`config.mk`:
```
export PLATFORM = sky130hd
export DESIGN_NAME = jedro_1_imem_loader
export DESIGN_NICKNAME = d
export VERILOG_FILES = /design/src/rtl/jedro_1_imem_loader_pkg.sv /design/src/rtl/jedro_1_imem_loader_byte_packer.sv /design/src/rtl/jedro_1_imem_loader.sv
export SDC_FILE = /design/constraint.sdc
export NUM_CORES = 1
export LEC_CHECK = 0
export ABC_AREA = 1
export BUFFER_PORTS_ARGS = -buffer_cell sky130_fd_sc_hd__buf_2
export CORE_MARGIN = 8
export CORE_UTILIZATION = 40
export DETAILED_ROUTE_END_ITERATION = 8
export GPL_TIMING_DRIVEN = 0
export PLACE_DENSITY = 0.64
export SYNTH_ARGS = -nofsm -noshare
export SYNTH_HDL_FRONTEND = slang
export SYNTH_SLANG_ARGS = --single-unit
```
`constraint.sdc`:
```
create_clock -name clk_i -period 2.73 [get_ports clk_i]
set_clock_uncertainty 0.15 [all_clocks]
set_input_delay 0.273 -clock clk_i [delete_from_list [all_inputs] [get_ports clk_i]]
set_output_delay 0.273 -clock clk_i [all_outputs]
set_load 0.02 [all_outputs]
```
`src/rtl/jedro_1_imem_loader_pkg.sv`:
```
// Shared definitions for the jedro_1 instruction-memory loader.
//   imem_ldr_state_e    : loader FSM state encoding
//   IMEM_LDR_HDR_BYTES  : bytes in the stream header (16-bit word count)
//   IMEM_LDR_WORD_BYTES : bytes per instruction word
package jedro_1_imem_loader_pkg;

    typedef enum logic [2:0] {
        LDR_IDLE   = 3'd0,
        LDR_HDR_LO = 3'd1,
        LDR_HDR_HI = 3'd2,
        LDR_DATA   = 3'd3,
        LDR_WRITE  = 3'd4,
        LDR_DONE   = 3'd5
    } imem_ldr_state_e;

    localparam int IMEM_LDR_HDR_BYTES  = 2;
    localparam int IMEM_LDR_WORD_BYTES = 4;

endpackage

```
`src/rtl/jedro_1_imem_loader_byte_packer.sv`:
```
// Assembles a little-endian 32-bit word from a byte stream.
//   clk_i, rst_i : clock, asynchronous active-high reset
//   clear_i      : restart assembly (counter and word back to zero)
//   byte_en_i    : a byte is accepted this cycle
//   byte_i       : the accepted byte
//   word_o       : assembled word; byte k ends up in bits [8k+7:8k]
//   word_done_o  : strobe, high in the cycle the last byte of a word is accepted
module jedro_1_byte_packer
    import jedro_1_imem_loader_pkg::*;
(
    input  logic        clk_i,
    input  logic        rst_i,
    input  logic        clear_i,
    input  logic        byte_en_i,
    input  logic [7:0]  byte_i,
    output logic [31:0] word_o,
    output logic        word_done_o
);

    localparam int CNT_W = $clog2(IMEM_LDR_WORD_BYTES);
    localparam logic [CNT_W-1:0] LAST_BYTE = CNT_W'(IMEM_LDR_WORD_BYTES - 1);

    logic [CNT_W-1:0] cnt_q, cnt_d;
    logic [31:0]      word_q, word_d;

    always_comb begin
        cnt_d  = cnt_q;
        word_d = word_q;
        if (clear_i) begin
            cnt_d  = '0;
            word_d = '0;
        end else if (byte_en_i) begin
            // Shifting in from the top leaves the first byte in [7:0]
            // once all four have arrived.
            word_d = {byte_i, word_q[31:8]};
            cnt_d  = cnt_q + 1'b1;  // wraps back to 0 after the last byte
        end
    end

    always_ff @(posedge clk_i or posedge rst_i) begin
        if (rst_i) begin
            cnt_q  <= '0;
            word_q <= '0;
        end else begin
            cnt_q  <= cnt_d;
            word_q <= word_d;
        end
    end

    assign word_o      = word_q;
    assign word_done_o = byte_en_i && !clear_i && (cnt_q == LAST_BYTE);

endmodule

```
`src/rtl/jedro_1_imem_loader.sv`:
```
// Loads a program image from a byte stream into instruction RAM.
// Stream: 16-bit word count N (LSB first), then N words (LSB byte first).
// Words are written to BASE_ADDR + 4*i; the core is held in reset until a
// non-empty image has been completely written.
//   clk_i, rst_i                  : clock, asynchronous active-high reset
//   start_i                       : begin a load (honoured in IDLE/DONE)
//   byte_valid_i/_data_i/ready_o  : input byte stream handshake
//   mem_wr_valid_o/_addr_o/_wdata_o, mem_wr_ready_i : RAM write handshake
//   core_rst_o                    : core reset, released only after a good load
//   busy_o, done_o, error_o       : load status (done/error valid in DONE)
//
// Handshakes: a byte moves on a rising edge when byte_valid_i && byte_ready_o;
// a write moves on a rising edge when mem_wr_valid_o && mem_wr_ready_i. While
// a write is pending its address/data are held and no byte is accepted.
module jedro_1_imem_loader
    import jedro_1_imem_loader_pkg::*;
#(
    parameter int                    ADDR_WIDTH = 32,
    parameter int                    DATA_WIDTH = 32,
    parameter logic [ADDR_WIDTH-1:0] BASE_ADDR  = '0
) (
    input  logic                  clk_i,
    input  logic                  rst_i,
    input  logic                  start_i,
    input  logic                  byte_valid_i,
    input  logic [7:0]            byte_data_i,
    output logic                  byte_ready_o,
    output logic                  mem_wr_valid_o,
    output logic [ADDR_WIDTH-1:0] mem_addr_o,
    output logic [DATA_WIDTH-1:0] mem_wdata_o,
    input  logic                  mem_wr_ready_i,
    output logic                  core_rst_o,
    output logic                  busy_o,
    output logic                  done_o,
    output logic                  error_o
);

    imem_ldr_state_e state_q, state_d;
    logic [15:0]     count_q, count_d;
    logic [15:0]     word_idx_q, word_idx_d;
    logic            done_q, done_d;
    logic            error_q, error_d;

    logic            byte_fire;
    logic            wr_fire;
    logic            pack_clear;
    logic            pack_en;
    logic            word_done;
    logic [31:0]     word;

    assign byte_fire = byte_valid_i && byte_ready_o;
    assign wr_fire   = mem_wr_valid_o && mem_wr_ready_i;
    assign pack_en   = byte_fire && (state_q == LDR_DATA);

    jedro_1_byte_packer u_packer (
        .clk_i       (clk_i),
        .rst_i       (rst_i),
        .clear_i     (pack_clear),
        .byte_en_i   (pack_en),
        .byte_i      (byte_data_i),
        .word_o      (word),
        .word_done_o (word_done)
    );

    always_comb begin
        state_d    = state_q;
        count_d    = count_q;
        word_idx_d = word_idx_q;
        done_d     = done_q;
        error_d    = error_q;
        pack_clear = 1'b0;
        case (state_q)
            LDR_IDLE, LDR_DONE: begin
                if (start_i) begin
                    state_d    = LDR_HDR_LO;
                    word_idx_d = '0;
                    done_d     = 1'b0;
                    error_d    = 1'b0;
                    pack_clear = 1'b1;
                end
            end
            LDR_HDR_LO: begin
                if (byte_fire) begin
                    count_d[7:0] = byte_data_i;
                    state_d      = LDR_HDR_HI;
                end
            end
            LDR_HDR_HI: begin
                if (byte_fire) begin
                    count_d[15:8] = byte_data_i;
                    // An empty image is a failed load: the core stays in reset.
                    if ({byte_data_i, count_q[7:0]} == 16'd0) begin
                        state_d = LDR_DONE;
                        error_d = 1'b1;
                    end else begin
                        state_d = LDR_DATA;
                    end
                end
            end
            LDR_DATA: begin
                if (word_done) begin
                    state_d = LDR_WRITE;
                end
            end
            LDR_WRITE: begin
                if (wr_fire) begin
                    // count_q >= 1 here, so count_q - 1 cannot underflow.
                    if (word_idx_q == count_q - 16'd1) begin
                        state_d = LDR_DONE;
                        done_d  = 1'b1;
                    end else begin
                        word_idx_d = word_idx_q + 16'd1;
                        state_d    = LDR_DATA;
                    end
                end
            end
            default: begin
                state_d = LDR_IDLE;
            end
        endcase
    end

    always_ff @(posedge clk_i or posedge rst_i) begin
        if (rst_i) begin
            state_q    <= LDR_IDLE;
            count_q    <= '0;
            word_idx_q <= '0;
            done_q     <= 1'b0;
            error_q    <= 1'b0;
        end else begin
            state_q    <= state_d;
            count_q    <= count_d;
            word_idx_q <= word_idx_d;
            done_q     <= done_d;
            error_q    <= error_d;
        end
    end

    // Word index scaled to a byte offset (x4), then wrapped into the address space.
    assign mem_addr_o     = BASE_ADDR + ADDR_WIDTH'({word_idx_q, 2'b00});
    assign mem_wdata_o    = word;
    assign mem_wr_valid_o = (state_q == LDR_WRITE);
    assign byte_ready_o   = (state_q == LDR_HDR_LO) || (state_q == LDR_HDR_HI) ||
                            (state_q == LDR_DATA);
    assign busy_o         = byte_ready_o || (state_q == LDR_WRITE);
    assign core_rst_o     = !((state_q == LDR_DONE) && !error_q);
    assign done_o         = done_q;
    assign error_o        = error_q;

endmodule

```
==> key figures <==
Die
  – Total die area: 13930 sq um
  – Starting density of the core: 40.70%
  – Cell Rows: 37
  – Io pins: 83
  – Die H: 118.0 um
  – Die W: 118.0 um
  – Core ar.: 10230 sq um

STA
  – Fin Hold WS: 0.1108 ns
  – Part of the cycle the worst path needs: 90.95%
  – Total negative slack: 0 ns
  – Final Max Tran Viols: 0
  – Fmax achieved: 402.7 MHz
  – Slew @ Worst Pin: 0.8426 ns
  – Worst slew margin: 43.83%
  – Final Hold Vio Count: 0
  – Final min period: 2.483 ns
  – # setup viols final: 0
  – RSZ-0062 raised after global routing: false

GRT
  – Initial antenna violation count: 0
  – First-pass GRT wire length: 17590 um
  – Vias in the first global route: 3754
  – Largest net degree at the start of global routing: 72
  – Total grt overflow: 0
  – GR Util All Layers: 15.25%

Power and ir drop
  – P_leak: 2.599 nW
  – Peak VDD IR: 480.6 uV
  – PD cells: 924.2 nW/um^2

Logic synthesis
  – Synth Area in Compound Gates: 9.405%
  – Simple-Gate Fraction of Synth Area: 30.17%
  – Cell Area, Synth: 4164 sq um
  – Post-Syn Instances: 536
  – Yosys reg bits: 71
  – Ys async rst share: 100.0%
  – Post-synth top flop: dfrtp_1
  – Synth Area in Adders: 0.9014%
  – Mean Syn Cell Area: 7.769 sq um
  – Largest family of logic cells by synthesized area: simple AND/OR/NAND/NOR gates
  – Post-synth cell types: 39
  – Number of synthesized flops with an enable pin: 0
  – Post-synthesis xor/xnor area fraction: 4.838%
  – Synthesis warning total: 0
  – Mux share of post-synthesis cell area: 0%
  – Sequential fraction of the synthesis area: 42.67%

Critical path
  – CP Max Fanout: 7
  – Crit path kind: register to register
  – CP startpoint kind: register
  – Crit path capture type: register
  – Worst EP required: 2.83 ns
  – Worst Path Arrival: 2.58 ns
  – Reg2reg path depth: 15

Detailed routing
  – First-pass DRT Iterations: 4
  – DR vias/cell: 4.719
  – Detailed Route WL: 10280 um
  – Detailed Route Iter0 Violations: 108
  – DRC Markers: 0
  – Routed Antenna Nets: 0
  – Wire per inst: 13.35 um
  – Routed via count: 3634

Clock tree
  – Inserted Clock Buffers: 9
  – CTS root buf: clkbuf_8
  – CTS tree: built
  – Deepest clock path buffer count: 2
  – # resized after CTS: 0
  – CTS HTree Levels: 3
  – Skew-Pair Late Insertion Delay: 0.35 ns
  – Reg clk slew, reported paths: 0.08 ns
  – Clk sink count: 71
  – Hold buffers post-CTS: 1
  – Post CTS Setup Buffer Count: 0

Finish
  – Area grow syn2layout: 18.27%
  – FILL cells: 1040
  – Nets: 645
  – Diode count: 0
  – Share of cells above drive strength 1: 24.29%
  – Post-route insts no fill: 770

Hold path
  – Worst hold path class: input pin to register
  – Hold Crit Depth: 3

Place
  – Port Buffers: 66
  – Placed cell count: 753
  – Placer Congestion: 0.8859
  – Post-DP HPWL: 8025 um

Status
  – Status: finished, final reports clean

Job
  – Maxcap violations: 0
## power breakdown
group	switching, mW	leakage (nW)	total [mW]	internal, mW
clock network	0.440	0.0882	0.825	0.384
registers	0.273	0.957	1.59	1.31
logic	1.41	1.55	2.14	0.734
## cell usage in the layout (no fill, tap or decap), types with 2 or more instances in the layout
master / n
a21oi_1: 4
nand2_2: 19
xnor2_1: 6
nand3b_1: 3
nor4_1: 3
dfrtp_1: 71
nand3_1: 31
conb_1: 16
clkbuf_1: 7
nor2_2: 9
o22ai_1: 25
nand2_1: 129
clkinvlp_4: 3
xor2_1: 17
buf_2: 70
buf_4: 16
inv_1: 70
nand4_1: 12
nor3_1: 2
nor3_4: 2
nor2_4: 4
inv_2: 6
ha_1: 3
clkbuf_8: 11
clkbuf_2: 2
o21ai_0: 31
nor2_1: 44
## routing by layer
| layer | part of all wire (%) | GRT usage [%] | vias to the layer above |
|---|---|---|---|
| met5 | 0 | 0 | - |
| met4 | 1.8 | 5.364 | 0 |
| met3 | 8.0 | 6.283 | 19 |
| met2 | 45 | 24.51 | 120 |
| met1 | 45 | 17.96 | 1628 |
| li1 | - | - | 1867 |
## final timing paths
kind	startpoint	endpoint	slack, ns
max	count_q[0]	state_q[1]	0.25
min	byte_data_i[0]	count_q[0]	0.11
max reg2reg	count_q[0]	state_q[1]	0.25
min reg2reg	u_packer.word_o[7]	u_packer.word_o[7]	0.34
max in group asynchronous	rst_i	word_idx_q[2]	1.39
min in group asynchronous	rst_i	u_packer.word_o[6]	0.48
## worst max-delay path, cell delays in order, from the launching register on
cell,delay (ns)
dfrtp_1,0.42
inv_1,0.10
ha_1,0.25
inv_2,0.07
nor2_2,0.11
nand3_1,0.13
nor2_2,0.18
nand3b_1,0.09
nand2_1,0.07
nand2_1,0.08
nor2_4,0.15
nand3_1,0.26
nand2_1,0.16
nand2_1,0.06
nand2_1,0.05
nand2_1,0.05
## synth_stat cells, drive strengths merged (5+ instances only)
cell type  number  share of area, %
buf            22               4.1
clkbuf          9              0.87
dfrtp          71                43
inv            77               6.9
nand2         149                15
nand3          32               4.0
nand4          13               2.3
nor2           57               6.4
nor3            5               1.3
o21ai          32               4.1
o22ai          26               4.2
xnor2           6               1.3
xor2           17               3.6
## area by class of cell
type / count / area [sq um] / area share (%)
multi-input cells: 372 / 1947 / 39.53
flip-flops and latches: 71 / 1777 / 36.08
repair buffers: 67 / 340.3 / 6.911
inverters: 77 / 291.5 / 5.920
plain buffers: 31 / 207.7 / 4.217
well taps: 136 / 170.2 / 3.455
clock buffers: 11 / 151.4 / 3.074
clock inverters: 5 / 40.04 / 0.8130
## stage by stage
step	utilization (%)	power (mW)	worst slack (ns)	area, sq um
after floorplan	-	3.209	0.5104	4220
after global placement	46.14	3.705	-0.3420	4721
after detailed placement	46.17	3.758	0.2150	4723
after CTS	48.14	4.602	0.2067	4925
after global routing	48.14	4.942	0.03002	4925
final	48.14	4.551	0.2470	4925
## cells by family after synthesis
kind of cell,after synthesis
simple gates,265
buf+inv,108
other cells,1
xor+xnor,23
compound gates,65
fa+ha+maj,3
flops,71
## registers in the layout (all words and copies together), names as in the netlist
| name | count |
|---|---|
| count_q | 16 |
| word_idx_q | 16 |
| u_packer.word_o | 32 |
| state_q | 3 |
| done_o | 1 |
| error_o | 1 |
| u_packer.cnt_q | 2 |
Note: power is estimated with default switching activity, not from simulation.
